$ cat config.mk
export PLATFORM = sky130hd
export DESIGN_NAME = cv32e40p_apu_arbiter_flat
export DESIGN_NICKNAME = d
export VERILOG_FILES = /design/src/rtl/cv32e40p_apu_arbiter_if.sv /design/src/rtl/cv32e40p_apu_arbiter.sv /design/src/flat_wrapper.sv
export SDC_FILE = /design/constraint.sdc
export NUM_CORES = 1
export LEC_CHECK = 0
export CAP_MARGIN = 20
export CORE_AREA = 2 2 168 170
export CTS_BUF_LIST = sky130_fd_sc_hd__clkbuf_16
export DETAILED_ROUTE_END_ITERATION = 12
export DIE_AREA = 0 0 170 172
export DONT_BUFFER_PORTS = 1
export PLACE_DENSITY = 0.3
export SETUP_SLACK_MARGIN = 0.15
export SLEW_MARGIN = 25
export SYNTH_ARGS = -nofsm -noshare
export SYNTH_HDL_FRONTEND = slang
export SYNTH_SLANG_ARGS = --single-unit
export TNS_END_PERCENT = 30
$ cat constraint.sdc
create_clock -name clk_i -period 3.37 [get_ports clk_i]
set_clock_uncertainty 0.05 [all_clocks]
set_input_delay 0.674 -clock clk_i [delete_from_list [all_inputs] [get_ports clk_i]]
set_output_delay 0.674 -clock clk_i [all_outputs]
set_load 0.02 [all_outputs]
$ cat src/rtl/cv32e40p_apu_arbiter_if.sv
// Bundle of the two-requester APU port and the shared FPU port seen by the arbiter.
// Handshakes: a requester/FPU transfer happens on any cycle where req and gnt are both high;
// results need no ready, rvalid is a one-cycle strobe and the data is valid only while it is high.
interface cv32e40p_apu_arbiter_if #(
  parameter int APU_NARGS    = 3,
  parameter int APU_WOP      = 6,
  parameter int APU_NDSFLAGS = 15,
  parameter int APU_NUSFLAGS = 5
);
  logic [1:0]                               req_i;
  logic [1:0]                               gnt_o;
  logic [1:0][APU_NARGS-1:0][31:0]          operands_i;
  logic [1:0][APU_WOP-1:0]                  op_i;
  logic [1:0][APU_NDSFLAGS-1:0]             flags_i;
  logic [1:0]                               rvalid_o;
  logic [31:0]                              rdata_o;
  logic [APU_NUSFLAGS-1:0]                  rflags_o;
  logic                                     fpu_req_o;
  logic                                     fpu_gnt_i;
  logic [APU_NARGS-1:0][31:0]               fpu_operands_o;
  logic [APU_WOP-1:0]                       fpu_op_o;
  logic [APU_NDSFLAGS-1:0]                  fpu_flags_o;
  logic                                     fpu_rvalid_i;
  logic [31:0]                              fpu_rdata_i;
  logic [APU_NUSFLAGS-1:0]                  fpu_rflags_i;
  logic                                     busy_o;
  logic                                     spurious_o;

  modport slave (
    input  req_i, operands_i, op_i, flags_i,
    input  fpu_gnt_i, fpu_rvalid_i, fpu_rdata_i, fpu_rflags_i,
    output gnt_o, rvalid_o, rdata_o, rflags_o,
    output fpu_req_o, fpu_operands_o, fpu_op_o, fpu_flags_o,
    output busy_o, spurious_o
  );

  modport master (
    output req_i, operands_i, op_i, flags_i,
    output fpu_gnt_i, fpu_rvalid_i, fpu_rdata_i, fpu_rflags_i,
    input  gnt_o, rvalid_o, rdata_o, rflags_o,
    input  fpu_req_o, fpu_operands_o, fpu_op_o, fpu_flags_o,
    input  busy_o, spurious_o
  );
endinterface

$ cat src/rtl/cv32e40p_apu_arbiter.sv
// Round-robin arbiter sharing one in-order FPU between two cores; a tag FIFO of
// requester ids routes each response back to the core that issued it.
module cv32e40p_apu_arbiter #(
  parameter int APU_NARGS    = 3,
  parameter int APU_WOP      = 6,
  parameter int APU_NDSFLAGS = 15,
  parameter int APU_NUSFLAGS = 5,
  parameter int TAG_DEPTH    = 4
) (
  input logic                    clk_i,
  input logic                    rst_i,
  cv32e40p_apu_arbiter_if.slave  bus
);
  localparam int PTR_W = $clog2(TAG_DEPTH);
  localparam int CNT_W = PTR_W + 1;

  logic [CNT_W-1:0] occ_q;
  logic [PTR_W-1:0] wptr_q;
  logic [PTR_W-1:0] rptr_q;
  logic             tag_q [TAG_DEPTH];
  logic             rr_q;        // requester favoured when both ask
  logic             spurious_q;

  logic sel;
  logic tag_full;
  logic push;
  logic pop;

  always_comb begin
    sel = rr_q;
    unique case (bus.req_i)
      2'b01:   sel = 1'b0;
      2'b10:   sel = 1'b1;
      default: sel = rr_q;
    endcase

    // Registered occupancy only: a same-cycle pop never frees a slot for a push.
    tag_full = (occ_q == CNT_W'(TAG_DEPTH));
    push     = 1'b0;
    pop      = 1'b0;

    bus.fpu_req_o = !rst_i && (|bus.req_i) && !tag_full;
    push          = bus.fpu_req_o && bus.fpu_gnt_i;
    bus.gnt_o     = 2'b00;
    if (push) bus.gnt_o[sel] = 1'b1;

    pop          = !rst_i && bus.fpu_rvalid_i && (occ_q != '0);
    bus.rvalid_o = 2'b00;
    if (pop) bus.rvalid_o[tag_q[rptr_q]] = 1'b1;

    bus.fpu_operands_o = bus.operands_i[sel];
    bus.fpu_op_o       = bus.op_i[sel];
    bus.fpu_flags_o    = bus.flags_i[sel];
    bus.rdata_o        = bus.fpu_rdata_i;
    bus.rflags_o       = bus.fpu_rflags_i;
    bus.busy_o         = (occ_q != '0);
    bus.spurious_o     = spurious_q;
  end

  always_ff @(posedge clk_i) begin
    if (push) tag_q[wptr_q] <= sel;
  end

  always_ff @(posedge clk_i) begin
    if (rst_i) begin
      occ_q      <= '0;
      wptr_q     <= '0;
      rptr_q     <= '0;
      rr_q       <= 1'b0;
      spurious_q <= 1'b0;
    end else begin
      if (push) begin
        wptr_q <= wptr_q + 1'b1;
        rr_q   <= ~sel;
      end
      if (pop) rptr_q <= rptr_q + 1'b1;
      if (bus.fpu_rvalid_i && (occ_q == '0)) spurious_q <= 1'b1;
      unique case ({push, pop})
        2'b10:   occ_q <= occ_q + 1'b1;
        2'b01:   occ_q <= occ_q - 1'b1;
        default: occ_q <= occ_q;
      endcase
    end
  end
endmodule

$ cat src/flat_wrapper.sv
// flat-port wrapper written by rule: the top's interface ports become plain ports
module cv32e40p_apu_arbiter_flat 
#(
  parameter int APU_NARGS    = 3,
  parameter int APU_WOP      = 6,
  parameter int APU_NDSFLAGS = 15,
  parameter int APU_NUSFLAGS = 5,
  parameter int TAG_DEPTH    = 4
)
  (clk_i, rst_i, bus_req_i, bus_operands_i, bus_op_i, bus_flags_i, bus_fpu_gnt_i, bus_fpu_rvalid_i, bus_fpu_rdata_i, bus_fpu_rflags_i, bus_gnt_o, bus_rvalid_o, bus_rdata_o, bus_rflags_o, bus_fpu_req_o, bus_fpu_operands_o, bus_fpu_op_o, bus_fpu_flags_o, bus_busy_o, bus_spurious_o);
  cv32e40p_apu_arbiter_if #(.APU_NARGS(APU_NARGS), .APU_WOP(APU_WOP), .APU_NDSFLAGS(APU_NDSFLAGS), .APU_NUSFLAGS(APU_NUSFLAGS)) bus_i ();
  input logic clk_i;
  input logic rst_i;
  input wire logic [$bits(bus_i.req_i)-1:0] bus_req_i;
  input wire logic [$bits(bus_i.operands_i)-1:0] bus_operands_i;
  input wire logic [$bits(bus_i.op_i)-1:0] bus_op_i;
  input wire logic [$bits(bus_i.flags_i)-1:0] bus_flags_i;
  input wire logic [$bits(bus_i.fpu_gnt_i)-1:0] bus_fpu_gnt_i;
  input wire logic [$bits(bus_i.fpu_rvalid_i)-1:0] bus_fpu_rvalid_i;
  input wire logic [$bits(bus_i.fpu_rdata_i)-1:0] bus_fpu_rdata_i;
  input wire logic [$bits(bus_i.fpu_rflags_i)-1:0] bus_fpu_rflags_i;
  output wire logic [$bits(bus_i.gnt_o)-1:0] bus_gnt_o;
  output wire logic [$bits(bus_i.rvalid_o)-1:0] bus_rvalid_o;
  output wire logic [$bits(bus_i.rdata_o)-1:0] bus_rdata_o;
  output wire logic [$bits(bus_i.rflags_o)-1:0] bus_rflags_o;
  output wire logic [$bits(bus_i.fpu_req_o)-1:0] bus_fpu_req_o;
  output wire logic [$bits(bus_i.fpu_operands_o)-1:0] bus_fpu_operands_o;
  output wire logic [$bits(bus_i.fpu_op_o)-1:0] bus_fpu_op_o;
  output wire logic [$bits(bus_i.fpu_flags_o)-1:0] bus_fpu_flags_o;
  output wire logic [$bits(bus_i.busy_o)-1:0] bus_busy_o;
  output wire logic [$bits(bus_i.spurious_o)-1:0] bus_spurious_o;
  assign bus_i.req_i = bus_req_i;
  assign bus_i.operands_i = bus_operands_i;
  assign bus_i.op_i = bus_op_i;
  assign bus_i.flags_i = bus_flags_i;
  assign bus_i.fpu_gnt_i = bus_fpu_gnt_i;
  assign bus_i.fpu_rvalid_i = bus_fpu_rvalid_i;
  assign bus_i.fpu_rdata_i = bus_fpu_rdata_i;
  assign bus_i.fpu_rflags_i = bus_fpu_rflags_i;
  assign bus_gnt_o = bus_i.gnt_o;
  assign bus_rvalid_o = bus_i.rvalid_o;
  assign bus_rdata_o = bus_i.rdata_o;
  assign bus_rflags_o = bus_i.rflags_o;
  assign bus_fpu_req_o = bus_i.fpu_req_o;
  assign bus_fpu_operands_o = bus_i.fpu_operands_o;
  assign bus_fpu_op_o = bus_i.fpu_op_o;
  assign bus_fpu_flags_o = bus_i.fpu_flags_o;
  assign bus_busy_o = bus_i.busy_o;
  assign bus_spurious_o = bus_i.spurious_o;
  cv32e40p_apu_arbiter #(.APU_NARGS(APU_NARGS), .APU_WOP(APU_WOP), .APU_NDSFLAGS(APU_NDSFLAGS), .APU_NUSFLAGS(APU_NUSFLAGS), .TAG_DEPTH(TAG_DEPTH)) u_core (.clk_i(clk_i), .rst_i(rst_i), .bus(bus_i));
endmodule
Yosys cells after proc, flatten, opt, wreduce, memory -nomap -nowiden --
Memories as Yosys holds them, arrays and structs flattened. A register that Yosys moved wholly into a read port is not among the register bits. Index checks and enable logic that the tools add are counted.
Storage, ports and cells: word-level logic and storage cells 52, bits in writable memories 4, output and inout bits 161, input bits 277, memories 1, register bits after elaboration 9
Memory list:
- u_core.tag_q | words 4, width 1, read ports 1, clocked after memory_dff 1, write ports 1, line cv32e40p_apu_arbiter.sv:20 | logic tag_q [TAG_DEPTH];
Cells by class: equality and inequality tests 5, order comparisons 4, bitwise gates (word level) 1, mux-type cells 18, reductions and logical operators 14, add/sub/neg operators 4
Operator list (count):
- 96-bit two-way mux | 2
- 15-bit two-way mux | 2
- 6-bit two-way mux | 2
- 1-bit logical AND | 8
- 2-bit two-way mux | 4
- 3-bit case mux with 2 select lines | 1
- 2-bit by 1-bit adder with 2-bit output, second input constant | 2
- 2-bit by 1-bit equality test with 1-bit output, second input constant | 2
- 2-bit equality test, second input constant | 2
- 1-bit by 2-bit less-than comparator with 1-bit output, second input constant | 2
- 1-bit two-way mux | 4
- 3-bit by 1-bit adder with 3-bit output, second input constant | 1
- 3-bit equality test, second input constant | 1
- 3-bit logical NOT | 1
- 3-bit nonzero test | 1
- 3-bit by 1-bit subtractor with 3-bit output, second input constant | 1
- 1-bit demux with 1-bit select | 2
- 1-bit greater-or-equal comparator, second input constant | 2
- 1-bit logical NOT | 2
- 1-bit case mux with 2 select lines | 1
- 2-bit nonzero test | 1
- 2-bit OR reduction | 1
- 1-bit NOT | 1

Logic depth before layout (Yosys ltp) --
depth after elaboration 7, depth in mapped cells 9, gate-level depth less buffers 9

Least setup slack after synthesis --
No wires, ideal clock.
path kind input-to-reg, start point in bus_req_i[0], end point reg u_core.occ_q[2], path buffers 0, data required time 3.250 ns, stages 9, library setup time 0.070 ns, slack 0.788 ns, data arrival time 2.462 ns, path through inv_1 > ha_1 > nor3b_4 > nand2_4 > ha_1 > fa_1 > xnor2_1 > or3_1 > a21oi_1
On the way: word-level cells in the longest chain between the ends 6, elaborated cells between the ends (all ways) 8, classes of those cells eq/ne: 2; mux: 1; reduce/logical: 5
Ends and longest elaborated chain:
- start: declaration | line flat_wrapper.sv:14 | input wire logic [$bits(bus_i.req_i)-1:0] bus_req_i;
- 2-bit OR reduction * | line cv32e40p_apu_arbiter.sv:42 | bus.fpu_req_o = !rst_i && (|bus.req_i) && !tag_full;
- 1-bit logical AND * (2 in series) | line cv32e40p_apu_arbiter.sv:42
- 1-bit logical AND * | line cv32e40p_apu_arbiter.sv:43 | push = bus.fpu_req_o && bus.fpu_gnt_i;
- 2-bit by 1-bit equality test with 1-bit output or 2-bit equality test (tied branches) | line cv32e40p_apu_arbiter.sv:78 | unique case ({push, pop})
- 3-bit case mux with 2 select lines or 2-bit nonzero test (tied branches)
- end signal: assignment | line cv32e40p_apu_arbiter.sv:79 | 2'b10: occ_q <= occ_q + 1'b1;
- end signal: assignment | line cv32e40p_apu_arbiter.sv:80 | 2'b01: occ_q <= occ_q - 1'b1;
- end signal: assignment | line cv32e40p_apu_arbiter.sv:81 | default: occ_q <= occ_q;
- end: declaration | line cv32e40p_apu_arbiter.sv:17 | logic [CNT_W-1:0] occ_q;
Mark *: on every way between the ends. The rest lies on a longest branch, timed or not. A chain may end at the register's enable or synchronous reset.

Worst setup path in the final report --
start point in bus_req_i[0], end point out bus_fpu_operands_o[33]
On the way: word-level cells in the longest chain between the ends 4, elaborated cells between the ends (all ways) 5, classes of those cells eq/ne: 2; mux: 3
Ends and longest elaborated chain:
- 2-bit equality test or 2-bit by 1-bit equality test with 1-bit output (tied branches) | line cv32e40p_apu_arbiter.sv:31 | unique case (bus.req_i)
- 1-bit case mux with 2 select lines * | line cv32e40p_apu_arbiter.sv:31
- 96-bit two-way mux (not written as such) * (2 in series) | line cv32e40p_apu_arbiter.sv:51 | bus.fpu_operands_o = bus.operands_i[sel];
- end: declaration | line flat_wrapper.sv:27 | output wire logic [$bits(bus_i.fpu_operands_o)-1:0] bus_fpu_operands_o;
Mark *: on every way between the ends. The rest lies on a longest branch, timed or not. The select of a mux whose other input is x is not followed.

==> flow_summary.rst <==
.. list-table::
   :header-rows: 1

   * - Metric
     - Value
   * - Clock tree from TritonCTS
     - yes
   * - Layout overhead on the synthesized area
     - 5.98%
   * - Actual slew at the worst max-slew pin
     - 734 ps
   * - Worst Setup Slack, final
     - 516 ps
   * - Register clock-pin slew on the reported worst setup and hold paths
     - 50 ps
   * - Overall power
     - 1.04 mW
   * - Weighted congestion reported at the end of routability-driven placement
     - 0.687
   * - Die width
     - 170 um
   * - Total count of hold-check failures in the final report
     - 0
   * - Most common library cells after synthesis
     - sky130_fd_sc_hd__nand2_1 (351), sky130_fd_sc_hd__buf_4 (38), sky130_fd_sc_hd__buf_2 (21)
   * - Unrepaired setup endpoints after global routing
     - false
   * - Post-route setup TNS
     - 0 ps
   * - Arrival time at the worst endpoint
     - 2130 ps
   * - GR Util All Layers
     - 5.53%
   * - Grt ovf
     - 0
   * - Area enclosed by the die boundary
     - 29200 um^2
   * - Source of the critical timing path
     - bus_req_i[0]
   * - Setup violators final
     - 0
   * - Critical-path top delay cell
     - sky130_fd_sc_hd__buf_4
   * - Largest net degree at the start of global routing
     - 81
   * - 1st-iter DRT viols
     - 136
   * - CTS Root Cell
     - sky130_fd_sc_hd__clkbuf_16
   * - Antenna Diode Count
     - 0
   * - Result of the run
     - complete, no violations
   * - Number of synthesized flops with an enable pin
     - 4
   * - Post-synthesis sequential area ratio
     - 13.4%
   * - Sum of net half-perimeters after detailed placement
     - 8.97 mm
   * - Max-cap check violation count
     - 0
   * - Initial cell density of the core
     - 9.22%
   * - Cell taking the most area after synthesis
     - sky130_fd_sc_hd__nand2_1
   * - Placed Cells
     - 773
   * - RR Endpoint
     - u_core.occ_q[2]$_SDFFE_PP0P_
   * - Post-CTS Hold Buffers
     - 0
   * - Worst min path class
     - reg2reg
   * - Share of cells above drive strength 1
     - 3.48%
   * - Final core occ
     - 9.77%
   * - Total nets after synthesis
     - 772
   * - Post-synthesis cell count
     - 487
   * - Pwr dens
     - 389 nW/um^2
   * - Share of the synthesized area in the top cell type
     - 52.0%
   * - Die Span Y
     - 172 um
   * - Most prevalent standard cell on the critical path
     - sky130_fd_sc_hd__nand2_1
   * - Distinct cells, synth
     - 32
   * - Placement row count
     - 61
   * - VDD IR max
     - 0.172 mV
   * - Worst Setup End Kind
     - output pin
   * - Startpoint type of the worst setup path
     - input port
   * - Average cell area after synthesis
     - 5.20 um^2
   * - WL per Instance
     - 13.4 um
   * - Total clock buffers created by CTS
     - 3
   * - Required arrival time at the worst endpoint
     - 2650 ps
   * - Resized cells post-CTS
     - 0
   * - Core Area
     - 27500 um^2
   * - Detailed-route vias per instance
     - 3.59
   * - Post-detailed-route count of antenna-violating nets
     - 0
   * - Final worst-path cycle share
     - 84.7%
   * - Kind of critical path
     - in2out
   * - Antenna violations before repair
     - 0
   * - NumNets Final
     - 717
   * - Top FF cell, synth
     - sky130_fd_sc_hd__dfxtp_1
   * - Fill count
     - 3214
   * - Skew-Pair Late Insertion Delay
     - 240 ps
   * - Worst r2r src
     - u_core.occ_q[0]$_SDFFE_PP0P_
   * - H-tree depth
     - 1
   * - Async SR Flop Fraction
     - 0%
   * - Time the worst path needs with I/O delays and setup
     - 2850 ps
   * - Sinks on the clock net
     - 15
   * - Max-slew violation count
     - 0
   * - Total detailed-routing wirelength
     - 10.4 mm
   * - Relative slew margins
     - 50.7%
   * - DRC viols
     - 0
   * - Number of port buffers
     - 0
   * - Count of non-filler cells in the finished layout
     - 777
   * - First drt pass iteration count
     - 4
   * - Post-synthesis register bit count
     - 15
   * - Vias post-DR
     - 2788
   * - Largest fanout of any net on the critical path
     - 38
   * - Global-route wire length before repair
     - 12.0 mm
   * - Capturing instance or port of the critical path
     - bus_fpu_operands_o[33]
   * - Reg2Reg Setup Slack
     - 790 ps
   * - I/O pin count
     - 438
   * - Worst-path cell chain
     - inv_1 > ha_1 > mux2i_4 > buf_4 > nand2_1 > nand2_1
   * - Maximum count of clock buffers along a single path
     - 2
   * - Delay of the slowest cell on the worst path
     - 410 ps
   * - Syn. warnings
     - 0
   * - Leakage
     - 1.44 nW
   * - Buffer count from post-CTS setup fixing
     - 0
   * - Cell depth of the worst flop-to-flop path
     - 9
   * - Cell types occupying the most area after synthesis
     - sky130_fd_sc_hd__nand2_1 (52%), sky130_fd_sc_hd__buf_4 (11%), sky130_fd_sc_hd__dfxtp_1 (8.7%)
   * - Netlist area before placement
     - 2530 um^2
   * - Post-placement setup slack
     - 530 ps
   * - Highest clock rate
     - 350 MHz
   * - Most frequently used cell type in the post-synthesis netlist
     - sky130_fd_sc_hd__nand2_1
   * - Via count of the first global-routing pass
     - 2123
==> routing by layer <==
metal / vias up / share of wire [%] / track usage (%) / wire length [um]
met5: - / 0 / 0 / 0
met2: 235 / 50 / 10.4 / 5200
met3: 14 / 11 / 1.35 / 1130
li1: 1319 / - / - / -
met4: 0 / 1.7 / 1.56 / 177
met1: 1220 / 37 / 6.21 / 3890
==> per-stage QoR <==
stage,hold WS [ps],area (um^2)
floorplan,379,2530
detailed placement,408,2610
global route,439,2690
finish,416,2690
global placement,411,2610
CTS,416,2690
==> power breakdown <==
part	switching [mW]	total (mW)	internal, mW	leakage (nW)
Sequential	0.0145	0.214	0.199	0.127
Combinational	0.483	0.604	0.121	1.27
Clock	0.0681	0.225	0.157	0.0423
Total	0.566	1.04	0.478	1.44
==> logic make-up after synthesis <==
| kind of cell | after synthesis | synth area share [%] |
|---|---|---|
| and+or+nand+nor | 371 | 57.2 |
| buffers and inverters | 75 | 19.0 |
| DFF | 15 | 13.4 |
| AOI/OAI and AO/OA | 12 | 3.01 |
| adders and majority gates | 8 | 4.25 |
| muxes | 4 | 2.42 |
| xor gates and xnor gates | 2 | 0.691 |
==> final cells by class <==
type,instances,area (um^2),area share (%)
timing repair buffer,4,67.6,2.52
tap,346,433,16.1
inverter,11,43.8,1.63
clock inverter,1,3.75,0.140
clock buffer,3,75.1,2.80
multi-input combinational,397,1720,64.1
sequential,15,340,12.7
==> placed cells by master (no fill, tap or decap) <==
master / Yosys / final
sky130_fd_sc_hd__nand2_1: 351 / 351
sky130_fd_sc_hd__inv_1: 10 / 11
sky130_fd_sc_hd__dfxtp_1: 11 / 11
sky130_fd_sc_hd__nor2_1: 7 / 7
sky130_fd_sc_hd__ha_1: 7 / 7
sky130_fd_sc_hd__o21ai_0: 5 / 5
sky130_fd_sc_hd__and3_1: 4 / 4
sky130_fd_sc_hd__edfxtp_1: 4 / 4
sky130_fd_sc_hd__o311ai_0: 3 / 3
sky130_fd_sc_hd__clkbuf_16: 0 / 3
sky130_fd_sc_hd__buf_12: 0 / 3
sky130_fd_sc_hd__nor3_1: 2 / 2
sky130_fd_sc_hd__a21oi_1: 2 / 2
sky130_fd_sc_hd__nand3_2: 1 / 1
sky130_fd_sc_hd__mux2i_4: 0 / 1
sky130_fd_sc_hd__inv_4: 0 / 1
sky130_fd_sc_hd__mux4_2: 1 / 1
sky130_fd_sc_hd__or3b_4: 1 / 1
sky130_fd_sc_hd__nor3b_4: 1 / 1
sky130_fd_sc_hd__nand2_4: 1 / 1
sky130_fd_sc_hd__nor3b_1: 1 / 1
sky130_fd_sc_hd__nor2b_1: 1 / 1
sky130_fd_sc_hd__o31ai_1: 1 / 1
sky130_fd_sc_hd__mux2_4: 1 / 1
sky130_fd_sc_hd__xnor2_1: 1 / 1
sky130_fd_sc_hd__or3_1: 1 / 1
sky130_fd_sc_hd__mux2i_1: 1 / 1
sky130_fd_sc_hd__xor2_1: 1 / 1
sky130_fd_sc_hd__o211ai_1: 1 / 1
sky130_fd_sc_hd__fa_1: 1 / 1
sky130_fd_sc_hd__buf_4: 38 / 1
==> worst max-delay path, delay by kind of cell <==
family	cells	cell delay [ps]
muxes	1	330
buffers and inverters	2	450
and+or+nand+nor	2	310
adders and majority gates	1	330
==> worst min-delay path by stage <==
stage                                        from                            end  cells after the start
floorplan           u_core.rptr_q[1]$_SDFFE_PP0P_                           flop                      1
global placement    u_core.rptr_q[1]$_SDFFE_PP0P_  u_core.rptr_q[1]$_SDFFE_PP0P_                      1
detailed placement  u_core.rptr_q[1]$_SDFFE_PP0P_  u_core.rptr_q[1]$_SDFFE_PP0P_                      1
CTS                 u_core.rptr_q[1]$_SDFFE_PP0P_  u_core.rptr_q[1]$_SDFFE_PP0P_                      1
global route                                rst_i   u_core.occ_q[2]$_SDFFE_PP0P_                      1
finish              u_core.rptr_q[1]$_SDFFE_PP0P_  u_core.rptr_q[1]$_SDFFE_PP0P_                      1
(Power assumes the default switching activity.)
